==> src/rtl/button_conditioner_pkg.sv <==
// ui_pkg: button indices and repeat-FSM states shared by the button consumers
package ui_pkg;
    localparam int BTN_C    = 0;
    localparam int BTN_L    = 1;
    localparam int BTN_R    = 2;
    localparam int BTN_U    = 3;
    localparam int BTN_D    = 4;
    localparam int NUM_BTNS = 5;
    typedef enum logic [1:0] {RPT_IDLE, RPT_DELAY, RPT_REPEAT} rep_state_e;
endpackage

==> src/rtl/button_conditioner_if.sv <==
// button_conditioner_if: raw button pins in, conditioned levels and pulses out
interface button_conditioner_if;
    logic [ui_pkg::NUM_BTNS-1:0] btn_raw, btn_debounced, btn_press, btn_event;
    modport master (output btn_raw, input btn_debounced, btn_press, btn_event);
    modport slave  (input btn_raw, output btn_debounced, btn_press, btn_event);
endinterface

==> src/rtl/button_conditioner_debounce_cell.sv <==
// debounce_cell: two-flop synchroniser, stable-count debouncer and press pulse for one button
module debounce_cell #(
    parameter int DEBOUNCE_CYCLES = 1_000_000
) (
    input  logic clk,
    input  logic reset_n,
    input  logic raw,
    output logic debounced,
    output logic press
);
    localparam int CW = $clog2(DEBOUNCE_CYCLES);
    localparam logic [CW-1:0] CNT_MAX = CW'(DEBOUNCE_CYCLES - 1);
    logic [1:0]    sync_q, sync_d;
    logic [CW-1:0] cnt_q, cnt_d;
    logic          deb_q, deb_d, press_q, press_d;
    always_comb begin
        sync_d  = {sync_q[0], raw};
        cnt_d   = (sync_q[1] == deb_q || cnt_q == CNT_MAX) ? '0 : cnt_q + 1'b1;
        deb_d   = (sync_q[1] != deb_q && cnt_q == CNT_MAX) ? ~deb_q : deb_q;
        press_d = deb_d & ~deb_q;
    end
    always_ff @(posedge clk or negedge reset_n) begin
        if (!reset_n) begin
            sync_q  <= '0;
            cnt_q   <= '0;
            deb_q   <= 1'b0;
            press_q <= 1'b0;
        end else begin
            sync_q  <= sync_d;
            cnt_q   <= cnt_d;
            deb_q   <= deb_d;
            press_q <= press_d;
        end
    end
    assign debounced = deb_q;
    assign press     = press_q;
endmodule

==> src/rtl/button_conditioner.sv <==
// button_conditioner: five-button sync/debounce front end with press and auto-repeat events
module button_conditioner
    import ui_pkg::*;
#(
    parameter int DEBOUNCE_CYCLES = 1_000_000,
    parameter int REPEAT_DELAY    = 50_000_000,
    parameter int REPEAT_PERIOD   = 10_000_000
) (
    input logic                 clk,
    input logic                 reset_n,
    button_conditioner_if.slave bus
);
    localparam int TMAX = (REPEAT_DELAY > REPEAT_PERIOD) ? REPEAT_DELAY : REPEAT_PERIOD;
    localparam int TW   = $clog2(TMAX);
    localparam logic [TW-1:0] DELAY_END  = TW'(REPEAT_DELAY - 1);
    localparam logic [TW-1:0] PERIOD_END = TW'(REPEAT_PERIOD - 1);
    logic [NUM_BTNS-1:0] deb, press, rep;
    for (genvar i = 0; i < NUM_BTNS; i++) begin : g_cell
        debounce_cell #(.DEBOUNCE_CYCLES(DEBOUNCE_CYCLES)) u_cell (
            .clk      (clk),
            .reset_n  (reset_n),
            .raw      (bus.btn_raw[i]),
            .debounced(deb[i]),
            .press    (press[i])
        );
    end
    assign rep[BTN_C] = 1'b0;
    for (genvar i = BTN_L; i < NUM_BTNS; i++) begin : g_rep
        rep_state_e    state_q, state_d;
        logic [TW-1:0] tmr_q, tmr_d;
        logic          hit;
        assign hit    = (state_q == RPT_DELAY  && tmr_q == DELAY_END) ||
                        (state_q == RPT_REPEAT && tmr_q == PERIOD_END);
        // gating by the level suppresses a pulse in the cycle the button reads released
        assign rep[i] = deb[i] & hit;
        always_comb begin
            state_d = !deb[i]              ? RPT_IDLE :
                      state_q == RPT_IDLE  ? (press[i] ? RPT_DELAY : RPT_IDLE) :
                      hit                  ? RPT_REPEAT : state_q;
            tmr_d   = (!deb[i] || state_q == RPT_IDLE || hit) ? '0 : tmr_q + 1'b1;
        end
        always_ff @(posedge clk or negedge reset_n) begin
            if (!reset_n) begin
                state_q <= RPT_IDLE;
                tmr_q   <= '0;
            end else begin
                state_q <= state_d;
                tmr_q   <= tmr_d;
            end
        end
    end
    assign bus.btn_debounced = deb;
    assign bus.btn_press     = press;
    assign bus.btn_event     = press | rep;
endmodule

==> src/flat_wrapper.sv <==
// flat-port wrapper written by rule: the top's interface ports become plain ports
module button_conditioner_flat import ui_pkg::*;
#(
    parameter int DEBOUNCE_CYCLES = 1_000_000,
    parameter int REPEAT_DELAY    = 50_000_000,
    parameter int REPEAT_PERIOD   = 10_000_000
)
  (clk, reset_n, bus_btn_raw, bus_btn_debounced, bus_btn_press, bus_btn_event);
  button_conditioner_if bus_i ();
  input logic clk;
  input logic reset_n;
  input wire logic [$bits(bus_i.btn_raw)-1:0] bus_btn_raw;
  output wire logic [$bits(bus_i.btn_debounced)-1:0] bus_btn_debounced;
  output wire logic [$bits(bus_i.btn_press)-1:0] bus_btn_press;
  output wire logic [$bits(bus_i.btn_event)-1:0] bus_btn_event;
  assign bus_i.btn_raw = bus_btn_raw;
  assign bus_btn_debounced = bus_i.btn_debounced;
  assign bus_btn_press = bus_i.btn_press;
  assign bus_btn_event = bus_i.btn_event;
  button_conditioner #(.DEBOUNCE_CYCLES(DEBOUNCE_CYCLES), .REPEAT_DELAY(REPEAT_DELAY), .REPEAT_PERIOD(REPEAT_PERIOD)) u_core (.clk(clk), .reset_n(reset_n), .bus(bus_i));
endmodule
==> config.mk <==
export PLATFORM = sky130hd
export DESIGN_NAME = button_conditioner_flat
export DESIGN_NICKNAME = d
export VERILOG_FILES = /design/src/rtl/button_conditioner_pkg.sv /design/src/rtl/button_conditioner_if.sv /design/src/rtl/button_conditioner_debounce_cell.sv /design/src/rtl/button_conditioner.sv /design/src/flat_wrapper.sv
export SDC_FILE = /design/constraint.sdc
export NUM_CORES = 1
export LEC_CHECK = 0
export ABC_AREA = 1
export CAP_MARGIN = 15
export CORE_ASPECT_RATIO = 0.75
export CORE_UTILIZATION = 34
export DETAILED_ROUTE_END_ITERATION = 8
export PLACE_DENSITY = 0.52
export SLEW_MARGIN = 20
export SYNTH_ARGS = -nofsm -noshare
export SYNTH_HDL_FRONTEND = slang
export SYNTH_SLANG_ARGS = --single-unit
==> constraint.sdc <==
create_clock -name clk -period 1.4 [get_ports clk]
set_input_delay 0.35 -clock clk [delete_from_list [all_inputs] [get_ports clk]]
set_output_delay 0.35 -clock clk [all_outputs]
set_load 0.02 [all_outputs]
==> flow_metrics.py <==
metrics = {
    "yosys": {
        "seq_area_frac_synth_pct": 44.53,
        "synth_most_common_cell": "nor2_1",
        "synth_top_area_share_pct": 44.53,
        "synth_nets": 1815,
        "ys.flop_type": "dfrtp_1",
        "syn_area_mm2": 0.01304,
        "yosys_warnings": 0,
        "synth_cell_types": 37,
        "netlist_instances": 1799,
        "synth_edf_count": 0,
        "synth_top_area_cell": "dfrtp_1",
        "synth_common_cells": "nor2_1, nand2_1, dfrtp_1, inv_1, nand3_1",
        "ys_async_sr_fraction_pct": 100.0,
        "synth_seq_cells": 232,
        "ys_top_cells_by_area": "dfrtp_1, nor2_1, nand2_1",
        "avgSynthCellArea_um2": 7.247,
    },
    "global_routing": {
        "grt_pass1_vias": 12173,
        "grt_max_degree": 39,
        "grt_overflow": 0,
        "grt_usage_pct": 18.33,
        "grt_pass1_wl_um": 59900,
        "antenna_found_initial": 0,
    },
    "floorplanning": {
        "placement_rows": 61,
        "dieWidth_um": 228.1,
        "dieArea_mm2": 0.03914,
        "fp.dieH_um": 171.6,
        "core_mm2": 0.03740,
        "io-pin-count": 22,
        "start_util_pct": 34.86,
    },
    "place": {
        "port_buffers": 21,
        "dp_hpwl_um": 24550,
        "placed_area_mm2": 0.01650,
        "gp_congestion": 0.9233,
    },
    "sta": {
        "rsz0062_at_grt": "true",
        "setup_ws_ns": -0.7794,
        "fin_skew_ns": 0.008520,
        "fin_hold_ws_ns": 0.2378,
        "finalSetupViolCount": 201,
        "worstMarginPinSlew_ns": 0.5753,
        "finalMaxSlewViolations": 0,
        "relSlewSlack_pct": 61.65,
        "hold_viol": 0,
        "min_period_over_period_pct": 155.7,
        "max_freq_mhz": 458.8,
        "post-route-min-period_ns": 2.179,
    },
    "worst_setup_path": {
        "end_kind": "output port",
        "worstPathRequired_ns": 1.05,
        "ff2ff_path_depth": 12,
        "cp-endpoint": "bus_btn_event[1]",
        "path_class": "reg -> out",
        "cp-startpoint": "u_core.g_rep[1].tmr_q[1]",
        "path_cells": "ha_2 -> nand2_2 -> nor2_2 -> nand3_2 -> nor2_4 -> nand2_2 -> o21bai_4 -> buf_6",
        "critPathSlowestCell": "dfrtp_1",
        "crit_arrival_ns": 1.83,
        "path_depth": 8,
        "crit_buf_inv": 1,
        "cp_slowest_stage_delay_ns": 0.35,
        "crit_fanout": 2,
        "crit_path_frequent_cell": "nand2_2",
        "worst_r2r_endpoint": "u_core.g_rep[3].tmr_q[7]",
        "startpoint_type": "flop",
        "regToRegSetupSlack_ns": -0.38,
        "cp_top_family": "simple AND/OR/NAND/NOR gates",
        "r2r-start": "u_core.g_rep[3].tmr_q[0]",
    },
    "clock_tree": {
        "clock_path_buffers": 3,
        "clock_sink_count": 232,
        "clockRootBuffer": "clkbuf_16",
        "cts_buffers": 27,
        "cts_tree": "done",
        "h-tree-depth": 1,
        "cts.reportedPaths.clkPinSlew_ns": 0.06,
        "clkLatencyLatePin_ns": 0.55,
    },
    "route": {
        "final_antenna_net_count": 0,
        "drtIter0Drc": 782,
        "wire_per_inst_um": 12.83,
        "remaining_drc_errors": 0,
        "wl_um": 35160,
        "drt-vias-per-instance": 4.609,
        "drtPass1Iterations": 5,
        "vias": 12630,
    },
    "layout": {
        "diodes": 0,
        "syn_to_final_growth_pct": 47.43,
        "finalInstanceArea_mm2": 0.01922,
        "final_util_pct": 51.40,
        "final_nets": 2232,
        "drive_gt1_share_pct": 30.23,
        "nFillCells": 3537,
    },
    "run": {
        "drv_cap": 0,
    },
    "pwr": {
        "p_total_mw": 14.90,
        "vdd_drop_max_v": 0.0009950,
        "powerDensity_mw_per_mm2": 775.3,
        "p_leak_nw": 8.218,
    },
    "min_path": {
        "hp-class": "in -> reg",
        "hp-start": "bus_btn_raw[0]",
    },
    "run_status": {
        "violations": "negative setup slack",
        "outcome": "complete, but fails checks",
    },
}
==> registers in the layout (all words and copies together) (netlist names) <==
register	cells
u_core.g_rep.tmr_q	104
u_core.g_cell.u_cell.cnt_q	100
u_core.g_rep.state_q	8
u_core.g_cell.u_cell.press	5
u_core.g_cell.u_cell.debounced	5
u_core.g_cell.u_cell.sync_q	10
==> cell usage in the layout (no fill, tap or decap), types with 6 or more instances in the layout <==
cell | Yosys | final
inv_1 | 188 | 182
nand2_2 | 8 | 24
nand3_2 | 2 | 18
a21oi_1 | 14 | 12
nand2_1 | 464 | 439
nor3_1 | 58 | 41
xnor2_1 | 33 | 32
nand3_1 | 129 | 110
buf_12 | 0 | 25
buf_4 | 16 | 320
nor2_4 | 1 | 26
nand4_1 | 36 | 36
nor2_2 | 6 | 80
nor2_1 | 473 | 374
nand2_4 | 5 | 10
ha_2 | 0 | 6
nor3_2 | 1 | 13
clkbuf_16 | 0 | 28
dfrtp_1 | 232 | 229
buf_16 | 0 | 10
nand2_8 | 0 | 8
xor2_1 | 75 | 71
buf_6 | 7 | 44
==> routing by layer <==
metal / vias up / part of all wire, % / GRT usage [%]
met2: 244 / 41 / 27.66
met1: 5891 / 52 / 27.53
met4: 0 / 2.0 / 3.968
met5: - / 0 / 0
li1: 6445 / - / -
met3: 50 / 4.6 / 2.669
==> worst min-delay path by stage <==
stage,to,cells past startpoint,slack (ns)
floorplan,u_core.g_cell[0].u_cell.cnt_q[0],0,0.05
global placement,u_core.g_rep[2].tmr_q[25],1,0.27
detailed placement,u_core.g_rep[2].tmr_q[25],1,0.27
CTS,u_core.g_cell[4].u_cell.sync_q[0],1,0.21
global route,u_core.g_cell[1].u_cell.sync_q[0],1,0.23
finish,u_core.g_cell[0].u_cell.sync_q[0],1,0.24
==> timing repair <==
item / in CTS / in global routing
gates resized for setup: 311 / 64
gates cloned: 16 / 0
hold endpoints to repair: 31 / 0
setup buffers: 51 / 19
pin swaps: 70 / 38
endpoints found under the setup margin: 223 / 235
hold buffers: 1 / 0
==> kinds of logic after synthesis <==
kind of cell / count (synthesis) / share of synthesized area, %
xor gates and xnor gates: 109 / 7.380
AOI/OAI and AO/OA: 36 / 1.622
and+or+nand+nor: 1200 / 38.59
DFF: 232 / 44.53
buffers and inverters: 213 / 7.015
adders and majority gates: 9 / 0.8637
==> stage by stage <==
stage               cells  worst slack [ns]  TNS, ns
floorplan            1799           -0.2305   -6.601
global placement     2626           -0.7932   -19.09
finish               2740           -0.7794   -40.39
detailed placement   2626           -0.8367   -23.23
CTS                  2733           -0.8746   -34.25
global route         2740           -0.9103   -60.79
==> area by class of cell <==
type	instances	area, um2	share of cell area [%]
clock buffers	35	735.7	3.828
clock inverters	14	207.7	1.081
inverters	188	708.2	3.684
multi-input cells	1358	7326	38.11
flip-flops and latches	232	5809	30.22
well taps	504	630.6	3.281
repair buffers	409	3804	19.79
==> power by group <==
group / switching, mW / internal, mW / total (mW)
logic: 0.309 / 0.228 / 0.537
clock network: 2.95 / 4.62 / 7.57
registers: 0.0439 / 6.75 / 6.80
Power figures use the tool's default switching activity.
